===== src/rtl/dm_job_scheduler_pkg.sv =====
// Shared types for the DataMover job scheduler: requester count and FSM state encoding.
package dm_job_scheduler_pkg;
  localparam int N_REQ = 2;

  typedef enum logic [2:0] {
    S_IDLE,
    S_LAUNCH,
    S_WAIT,
    S_DONE,
    S_ERR,
    S_DRAIN
  } state_e;
endpackage


===== src/rtl/dm_job_scheduler_rr_arbiter2.sv =====
// Two-way round-robin pick: the pointer breaks ties, otherwise the lone valid requester wins.
module rr_arbiter2
  import dm_job_scheduler_pkg::*;
(
  input  logic [N_REQ-1:0] i_valid,
  input  logic             i_ptr,
  output logic [N_REQ-1:0] o_grant_onehot,
  output logic             o_grant_id
);
  always_comb begin
    o_grant_id     = (&i_valid) ? i_ptr : i_valid[1];
    o_grant_onehot = '0;
    if (|i_valid) o_grant_onehot[o_grant_id] = 1'b1;
  end
endmodule


===== src/rtl/dm_job_scheduler.sv =====
// Shares one DataMover between two requesters: round-robin accept, one-cycle launch,
// completion/error return to the owner, and a watchdog for hung jobs.
module dm_job_scheduler
  import dm_job_scheduler_pkg::*;
#(
  parameter int CNT  = 31,
  parameter int TO_W = 16
) (
  input  logic             clk,
  input  logic             reset_n,
  input  logic [N_REQ-1:0] req_valid,
  input  logic [CNT-1:0]   req_cnt_0,
  input  logic [CNT-1:0]   req_cnt_1,
  output logic [N_REQ-1:0] req_ready,
  output logic [N_REQ-1:0] req_done,
  output logic [N_REQ-1:0] req_err,
  input  logic [TO_W-1:0]  i_timeout,
  output logic             o_busy,
  output logic             o_grant_id,
  output logic             dm_run,
  output logic [CNT-1:0]   dm_num_cnt,
  input  logic             dm_idle,
  input  logic             dm_done
);
  state_e           r_state, w_next;
  logic             r_rr_ptr;
  logic             r_grant_id;
  logic [CNT-1:0]   r_num_cnt;
  logic [TO_W-1:0]  r_wd_cnt;
  logic [N_REQ-1:0] w_gnt_oh;
  logic             w_gnt_id;
  logic             w_accept;
  logic             w_wd_fire;
  logic [CNT-1:0]   w_cnt;

  rr_arbiter2 u_arb (
    .i_valid        (req_valid),
    .i_ptr          (r_rr_ptr),
    .o_grant_onehot (w_gnt_oh),
    .o_grant_id     (w_gnt_id)
  );

  assign w_accept  = (r_state == S_IDLE) && dm_idle && (|req_valid);
  assign w_cnt     = w_gnt_id ? req_cnt_1 : req_cnt_0;
  assign w_wd_fire = (i_timeout != '0) && (r_wd_cnt == i_timeout - TO_W'(1));

  always_comb begin
    w_next    = r_state;
    req_ready = '0;
    req_done  = '0;
    req_err   = '0;
    case (r_state)
      S_IDLE: begin
        if (w_accept) begin
          req_ready = w_gnt_oh;
          // A zero count would wrap inside the mover, so it is rejected without launch.
          w_next    = (w_cnt == '0) ? S_ERR : S_LAUNCH;
        end
      end
      S_LAUNCH: w_next = S_WAIT;
      S_WAIT: begin
        if (dm_done)        w_next = S_DONE;
        else if (w_wd_fire) w_next = S_ERR;
      end
      S_DONE: begin
        req_done[r_grant_id] = 1'b1;
        w_next               = S_IDLE;
      end
      S_ERR: begin
        req_err[r_grant_id] = 1'b1;
        w_next              = dm_idle ? S_IDLE : S_DRAIN;
      end
      S_DRAIN: if (dm_idle) w_next = S_IDLE;
      default: w_next = S_IDLE;
    endcase
  end

  always_ff @(posedge clk or negedge reset_n) begin
    if (!reset_n) begin
      r_state    <= S_IDLE;
      r_rr_ptr   <= 1'b0;
      r_grant_id <= 1'b0;
      r_num_cnt  <= '0;
      r_wd_cnt   <= '0;
    end else begin
      r_state <= w_next;
      if (w_accept) begin
        r_grant_id <= w_gnt_id;
        r_num_cnt  <= w_cnt;
      end
      if (r_state == S_LAUNCH)    r_wd_cnt <= '0;
      else if (r_state == S_WAIT) r_wd_cnt <= r_wd_cnt + TO_W'(1);
      if (r_state == S_DONE || r_state == S_ERR) r_rr_ptr <= ~r_grant_id;
    end
  end

  assign dm_run     = (r_state == S_LAUNCH);
  assign o_busy     = (r_state != S_IDLE);
  assign o_grant_id = r_grant_id;
  assign dm_num_cnt = r_num_cnt;
endmodule


===== config.mk =====
export PLATFORM = sky130hd
export DESIGN_NAME = dm_job_scheduler
export DESIGN_NICKNAME = d
export VERILOG_FILES = /design/src/rtl/dm_job_scheduler_pkg.sv /design/src/rtl/dm_job_scheduler_rr_arbiter2.sv /design/src/rtl/dm_job_scheduler.sv
export SDC_FILE = /design/constraint.sdc
export NUM_CORES = 1
export LEC_CHECK = 0
export ABC_AREA = 1
export BUFFER_PORTS_ARGS = -buffer_cell sky130_fd_sc_hd__buf_2
export CAP_MARGIN = 20
export CORE_ASPECT_RATIO = 0.8
export CORE_MARGIN = 3
export CORE_UTILIZATION = 40
export DETAILED_ROUTE_END_ITERATION = 16
export GPL_TIMING_DRIVEN = 0
export PLACE_DENSITY = 0.8
export SLEW_MARGIN = 20
export SYNTH_ARGS = -nofsm -noshare
export SYNTH_HDL_FRONTEND = slang
export SYNTH_SLANG_ARGS = --single-unit

===== constraint.sdc =====
create_clock -name clk -period 1.65 [get_ports clk]
set_input_delay 0 -clock clk [delete_from_list [all_inputs] [get_ports clk]]
set_output_delay 0 -clock clk [all_outputs]
set_load 0.01 [all_outputs]

==> results of run 1 <==
[logic make-up (layout without fill, tap and decap cells)]
| family | count (synthesis) | in the layout | share of synthesized area |
|---|---|---|---|
| AOI/OAI and AO/OA | 87 | 87 | 0.131 |
| xor gates and xnor gates | 14 | 14 | 0.0354 |
| adders and majority gates | 3 | 3 | 0.0108 |
| buffers and inverters | 98 | 256 | 0.114 |
| DFF | 52 | 52 | 0.376 |
| muxes | 1 | 1 | 0.00325 |
| and+or+nand+nor | 278 | 278 | 0.330 |
[worst max path at each step]
stage / from / cells past startpoint / slack [ns] / endpoint
after floorplan: r_rr_ptr / 16 / 0.06 / r_state[0]
after global placement: r_rr_ptr / 16 / -0.28 / r_state[0]
after detailed placement: r_rr_ptr / 16 / -0.34 / r_state[0]
after CTS: r_rr_ptr / 16 / -0.18 / r_state[0]
after global routing: r_rr_ptr / 16 / -0.41 / r_state[0]
final: r_rr_ptr / 16 / -0.29 / r_state[0]
[state kept, by name (all words and copies together) (netlist names)]
signal / count
r_wd_cnt: 16
dm_num_cnt: 31
r_rr_ptr: 1
o_grant_id: 1
r_state: 3
[power by group]
part | internal, mW | switching, mW | total (mW)
Clock | 0.375 | 0.404 | 0.779
Combinational | 1.25 | 1.76 | 3.01
Sequential | 1.74 | 0.306 | 2.04
Total | 3.36 | 2.47 | 5.83
[repair_timing]
item,4_1_cts,5_1_grt
endpoints found under the setup margin,46,48
gates cloned,2,0
resized for setup,37,90
setup buffers,7,16
pin swaps,7,31
hold buffers,3,0
endpoints found under the hold margin,53,0
[per-layer routing]
metal	GRT usage	vias to the layer above	wire length (um)
li1	-	1974	-
met1	0.278	1876	4700
met2	0.366	168	5640
met3	0.0347	16	832
met4	0.0464	0	150
met5	0	-	0
[area by class of cell]
cell class	count	share of cell area
Timing Repair Buffer	151	0.181
Tap cell	108	0.0275
Multi-Input combinational cell	383	0.415
Clock buffer	7	0.0196
Buffer	14	0.0262
Sequential cell	52	0.266
Inverter	84	0.0646
[cell usage after synthesis, drive strengths merged]
master,count,area share
a21boi,1,0.0022
and2,1,0.0018
nand3b,4,0.0087
clkbuf,8,0.0087
xor2,10,0.025
buf,6,0.014
o211ai,1,0.0022
o21bai,2,0.0043
nor4,2,0.0054
nor2,65,0.071
xnor2,4,0.010
nor3,9,0.014
a31oi,1,0.0018
nand2,166,0.18
inv,84,0.091
a21oi,10,0.014
o22ai,1,0.0018
mux2,1,0.0033
nand4,2,0.0036
nand3,29,0.043
o21ai,71,0.10
ha,3,0.011
dfrtp,52,0.38
[layout by cell type, fill, tap and decap left out, drive strengths merged]
master	Yosys	final
a21boi	1	1
a21oi	10	10
xnor2	4	4
nand3	29	29
ha	3	3
nand3b	4	4
nor3	9	9
mux2	1	1
dlygate4sd3	0	3
inv	84	84
o21ai	71	71
dfrtp	52	52
nor4	2	2
o211ai	1	1
nand4	2	2
a31oi	1	1
buf	6	158
nor2	65	65
clkbuf	8	11
and2	1	1
o21bai	2	2
nand2	166	166
xor2	10	10
o22ai	1	1
[through the flow]
step,total power [mW],area (um^2),worst slack [ns]
2_1_floorplan,3.35,3460,0.0583
3_3_place_gp,4.24,4210,-0.278
3_5_place_dp,4.33,4210,-0.339
4_1_cts,5.35,4560,-0.185
5_1_grt,6.23,4920,-0.409
6_report,5.83,4920,-0.291
[worst reg2reg max path, cell delays in order (launching register included)]
cell and delay [ns]:
dfrtp_1 0.39, inv_2 0.09, nand2_4 0.08, nand2_8 0.09, buf_12 0.16, buf_8 0.14, nand2_1 0.06, o21ai_2 0.07
nand2_1 0.07, nor2_1 0.13, nand2_1 0.13, nor2_4 0.14, nand2_1 0.07, nand2_1 0.06, nand2_1 0.04, nand3_1 0.07
nand2_1 0.06
==> flow_metrics.py, run 1 <==
metrics = {
    "global_route": {
        "grt.total_usage": 0.211,
        "gr-total-overflow": 0,
        "grt_pass1_vias": 3567,
        "antenna_found_initial": 0,
        "grt_max_degree": 53,
        "grt_pass1_wl_um": 16300,
    },
    "setup_path": {
        "path_delay_family": "simple AND/OR/NAND/NOR gates",
        "cp_data_required_time_ns": 1.85,
        "slowest_stage": "dfrtp_1",
        "regToRegSetupSlack_ns": -0.29,
        "slowest_delay_ns": 0.39,
        "cp-end-kind": "register",
        "crit_type": "reg -> reg",
        "crit_path_frequent_cell": "nand2_1",
        "r2r_cells": 16,
        "cp_cell_sequence": "inv_2 > nand2_4 > nand2_8 > buf_12 > buf_8 > nand2_1 > o21ai_2 > nand2_1 > nor2_1 > nand2_1 > nor2_4 > nand2_1 > nand2_1 > nand2_1 > nand3_1 > nand2_1",
        "cp_data_arrival_time_ns": 2.14,
        "r2r-end": "r_state[0]",
        "rr_startpoint": "r_rr_ptr",
        "worstSetupStartpointType": "register",
        "crit_fanout": 8,
        "critPathBufInv": 3,
    },
    "finish": {
        "n_antenna_cell": 0,
        "seq_area_um2": 1310,
        "multiInputGateArea_um2": 2040,
        "fin_cells": 799,
        "layout.nets": 778,
        "postLayoutCoreUtil": 0.602,
        "drive_gt1_frac": 0.339,
        "syn2layout_area_growth_pct": 42.1,
        "num-fill-cells": 740,
    },
    "placement": {
        "place_hpwl_um": 7960,
        "place.gp.congestion": 0.918,
        "numPortBuffers": 123,
        "dp_cells": 764,
    },
    "logic_synthesis": {
        "seq_area_frac_synth": 0.376,
        "ys_ff_latch": 52,
        "syn_inst": 533,
        "synth_area_um2": 3460,
        "synth_warnings": 0,
        "synth.distinct_cells": 31,
        "syn_avg_cell_area_um2": 6.49,
        "synth_nets": 620,
    },
    "timing": {
        "fmax_ghz": 0.515,
        "rsz0062_at_grt": "true",
        "finalHoldViolations": 0,
        "tns_ns": -0.681,
        "drv_slew": 0,
        "fin_crit_sh": 1.18,
        "setup_viol": 5,
        "tightest_slew_ns": 0.650,
        "fin_crit_ns": 1.94,
        "slew_headroom": 0.567,
        "fin_worst_skew_ns": 0.00852,
        "whs_ns": 0.00729,
        "fin_ws_ns": -0.291,
    },
    "clock_tree": {
        "path_clk_slew_ns": 0.09,
        "clockBufferDepth": 2,
        "root_buffer": "clkbuf_8",
        "clk_latency_ns": 0.30,
        "clkSinkCount": 52,
        "numCtsBuffers": 5,
        "cts_tree": "done",
        "htreeDepth": 2,
    },
    "hold_path": {
        "min_path_type": "in -> reg",
        "min_to": "r_state[2]",
        "hold_start": "dm_idle",
        "holdPathStages": 4,
    },
    "die": {
        "die_x_um": 110,
        "ios": 124,
        "die_y_um": 89.2,
        "initial_utilization": 0.424,
        "core_um2": 8160,
        "die_area_um2": 9810,
        "row_count": 29,
    },
    "outcome": {
        "status": "complete, but fails checks",
        "violations": "negative setup slack",
    },
    "route": {
        "drcViolationCount": 0,
        "dr.pass1.iters": 5,
        "routed-via-count": 4034,
        "vias_per_cell": 5.05,
        "drt-total-wl_um": 11300,
        "ant_nets": 0,
        "wl_per_cell_um": 14.2,
        "first_iter_violations": 234,
    },
    "power_and_ir_drop": {
        "p_leak_nw": 2.64,
        "powerDensity_nw_per_um2": 1190,
        "ir_drop_mv": 0.645,
    },
    "run": {
        "maxCapViolCount": 0,
    },
}
Note: power is estimated with default switching activity, not from simulation.
==> run 2: changes to the inputs <==
- CORE_UTILIZATION: 40 -> 35
- MAX_ROUTING_LAYER: not set -> met4
- PLACE_DENSITY: 0.8 -> 0.73
==> run 2 against run 1 <==
The flow still finishes with violations (negative setup slack); first-iteration DRC count down 9.8%; setup slack better by 0.099 ns; worst hold slack gained 0.020 ns; final cell count grew 2.1%; die area increased by 13%; critical path depth unchanged; sequential power about the same; register-to-register slack improved by 0.099 ns; core utilization is 8.2 points lower; via count is 2.1% lower; maximum frequency increased by 5.4%.
==> flow_metrics.py, run 2 (same netlist as run 1, synthesis figures left out) <==
metrics = {
    "outcome": {
        "status": "complete, but fails checks",
        "violations": "negative setup slack",
    },
    "hold_path": {
        "hold_start": "dm_done",
        "holdPathStages": 3,
        "min_to": "r_state[1]",
        "min_path_type": "in -> reg",
    },
    "setup_path": {
        "crit_fanout": 7,
        "cp_cell_sequence": "inv_2 > nand2_4 > nand2_8 > buf_12 > buf_8 > nand2_1 > o21ai_2 > nand2_1 > nor2_2 > nand2_1 > nor2_2 > nand2_1 > nand2_1 > nand2_1 > nand3_2 > nand2_1",
        "slowest_stage": "dfrtp_1",
        "regToRegSetupSlack_ns": -0.19,
        "crit_type": "reg -> reg",
        "worstSetupStartpointType": "register",
        "rr_startpoint": "r_rr_ptr",
        "cp_data_required_time_ns": 1.83,
        "cp_data_arrival_time_ns": 2.02,
        "slowest_delay_ns": 0.37,
        "r2r_cells": 16,
        "critPathBufInv": 3,
        "crit_path_frequent_cell": "nand2_1",
        "cp-end-kind": "register",
        "path_delay_family": "simple AND/OR/NAND/NOR gates",
        "r2r-end": "r_state[0]",
    },
    "power_and_ir_drop": {
        "p_sw_mw": 2.44,
        "power_frac_seq": 0.339,
        "powerDensity_nw_per_um2": 1240,
        "power_frac_comb": 0.466,
        "finalPower_mw": 6.04,
        "p_int_mw": 3.60,
        "swShare": 0.404,
        "clock_power_share": 0.195,
        "ir_drop_mv": 0.589,
        "p_leak_nw": 2.62,
    },
    "die": {
        "row_count": 31,
        "die_y_um": 94.9,
        "core_um2": 9350,
        "ios": 124,
        "die_area_um2": 11100,
        "initial_utilization": 0.370,
        "die_x_um": 117,
    },
    "global_route": {
        "grt_max_degree": 53,
        "grt_pass1_vias": 3684,
        "antenna_found_initial": 0,
        "gr-total-overflow": 0,
        "grt_pass1_wl_um": 17400,
        "grt.total_usage": 0.202,
    },
    "route": {
        "vias_per_cell": 4.84,
        "dr.pass1.iters": 5,
        "wl_per_cell_um": 13.2,
        "routed-via-count": 3951,
        "drcViolationCount": 0,
        "first_iter_violations": 211,
        "drt-total-wl_um": 10800,
        "ant_nets": 0,
    },
    "timing": {
        "tightest_slew_ns": 0.666,
        "fin_crit_ns": 1.84,
        "setup_viol": 7,
        "rsz0062_at_grt": "true",
        "fin_crit_sh": 1.12,
        "slew_headroom": 0.556,
        "fmax_ghz": 0.543,
        "finalHoldViolations": 0,
        "fin_worst_skew_ns": 0.00805,
        "whs_ns": 0.0276,
        "drv_slew": 0,
        "fin_ws_ns": -0.192,
    },
    "finish": {
        "layout.nets": 770,
        "n_antenna_cell": 0,
        "drive_gt1_frac": 0.292,
        "layout_commonest_cell": "nand2_1",
        "fin_cells": 816,
        "final_cell_mix": "nand2_1, buf_2, inv_1, nor2_1, dfrtp_1",
        "syn2layout_area_growth_pct": 40.5,
        "largest_reg_flops": 31,
    },
    "placement": {
        "numPortBuffers": 123,
        "place_hpwl_um": 8060,
        "dp_cells": 788,
        "place.gp.congestion": 0.891,
    },
    "clock_tree": {
        "clk_latency_ns": 0.29,
        "path_clk_slew_ns": 0.07,
        "htreeDepth": 2,
        "root_buffer": "clkbuf_16",
        "numCtsBuffers": 5,
        "cts_tree": "done",
        "clockBufferDepth": 2,
        "clkSinkCount": 52,
    },
    "run": {
        "maxCapViolCount": 0,
    },
}
run 2: changes by cell type in the layout (fill, tap and decap cells not counted), sizes merged:
cell / previous run / this run
buf: 158 / 149
bufinv: 0 / 1
clkinv: 0 / 1
run 2: per-stage QoR:
step	util	area (um^2)	TNS, ns	setup WS, ns
floorplan	-	3460	0	0.0583
global route	0.520	4860	-2.85	-0.355
finish	0.520	4860	-0.784	-0.192
detailed placement	0.454	4240	-6.23	-0.332
CTS	0.509	4760	-0.753	-0.174
global placement	0.454	4240	-3.62	-0.284
run 2: worst max-delay path by stage:
stage,start,end,slack (ns),depth (start not counted)
2_1_floorplan,r_rr_ptr,r_state[0],0.06,16
3_3_place_gp,r_rr_ptr,r_state[0],-0.28,15
3_5_place_dp,r_rr_ptr,r_state[0],-0.33,15
4_1_cts,r_rr_ptr,r_state[0],-0.17,16
5_1_grt,r_rr_ptr,r_state[0],-0.35,16
6_report,r_rr_ptr,r_state[0],-0.19,16
run 2: power by group through the flow:
stage	Combinational, mW	Clock [mW]	Sequential, mW
final	2.82	1.18	2.05
after global routing	3.10	1.26	2.10
after detailed placement	2.30	0	2.03
after floorplan	1.16	0	2.19
after CTS	2.64	1.19	2.04
after global placement	2.24	0	2.03
run 2: final cells by class:
cell class / count / area [um^2]
timing repair buffer: 144 / 828
buffer: 13 / 114
fill: 910 / 4490
tap: 132 / 165
sequential: 52 / 1300
clock inverter: 2 / 35.0
clock buffer: 6 / 129
multi-input combinational: 383 / 1970
inverter: 84 / 315
run 2: per-layer routing:
| metal | wire [um] | part of all wire | vias up | global-route usage |
|---|---|---|---|---|
| met5 | 0 | 0 | - | - |
| met4 | 80 | 0.0074 | 0 | 0.0344 |
| met3 | 606 | 0.056 | 6 | 0.0218 |
| met2 | 5170 | 0.48 | 122 | 0.323 |
| met1 | 4910 | 0.46 | 1851 | 0.280 |
| li1 | - | - | 1972 | - |
run 2: what timing repair did:
item,in CTS,in global routing
buffers inserted,11,4
hold buffers,3,0
setup endpoints to repair,45,47
cloned,3,0
pin swaps,17,9
hold endpoints to repair,53,0
gates resized for setup,51,24
run 2: worst register-to-register path: cells and delay by family (launching register included):
kind	cells	cell delay [ns]
buffers and inverters	3	0.37
AOI/OAI and AO/OA	1	0.06
and+or+nand+nor	12	0.92
DFF	1	0.37
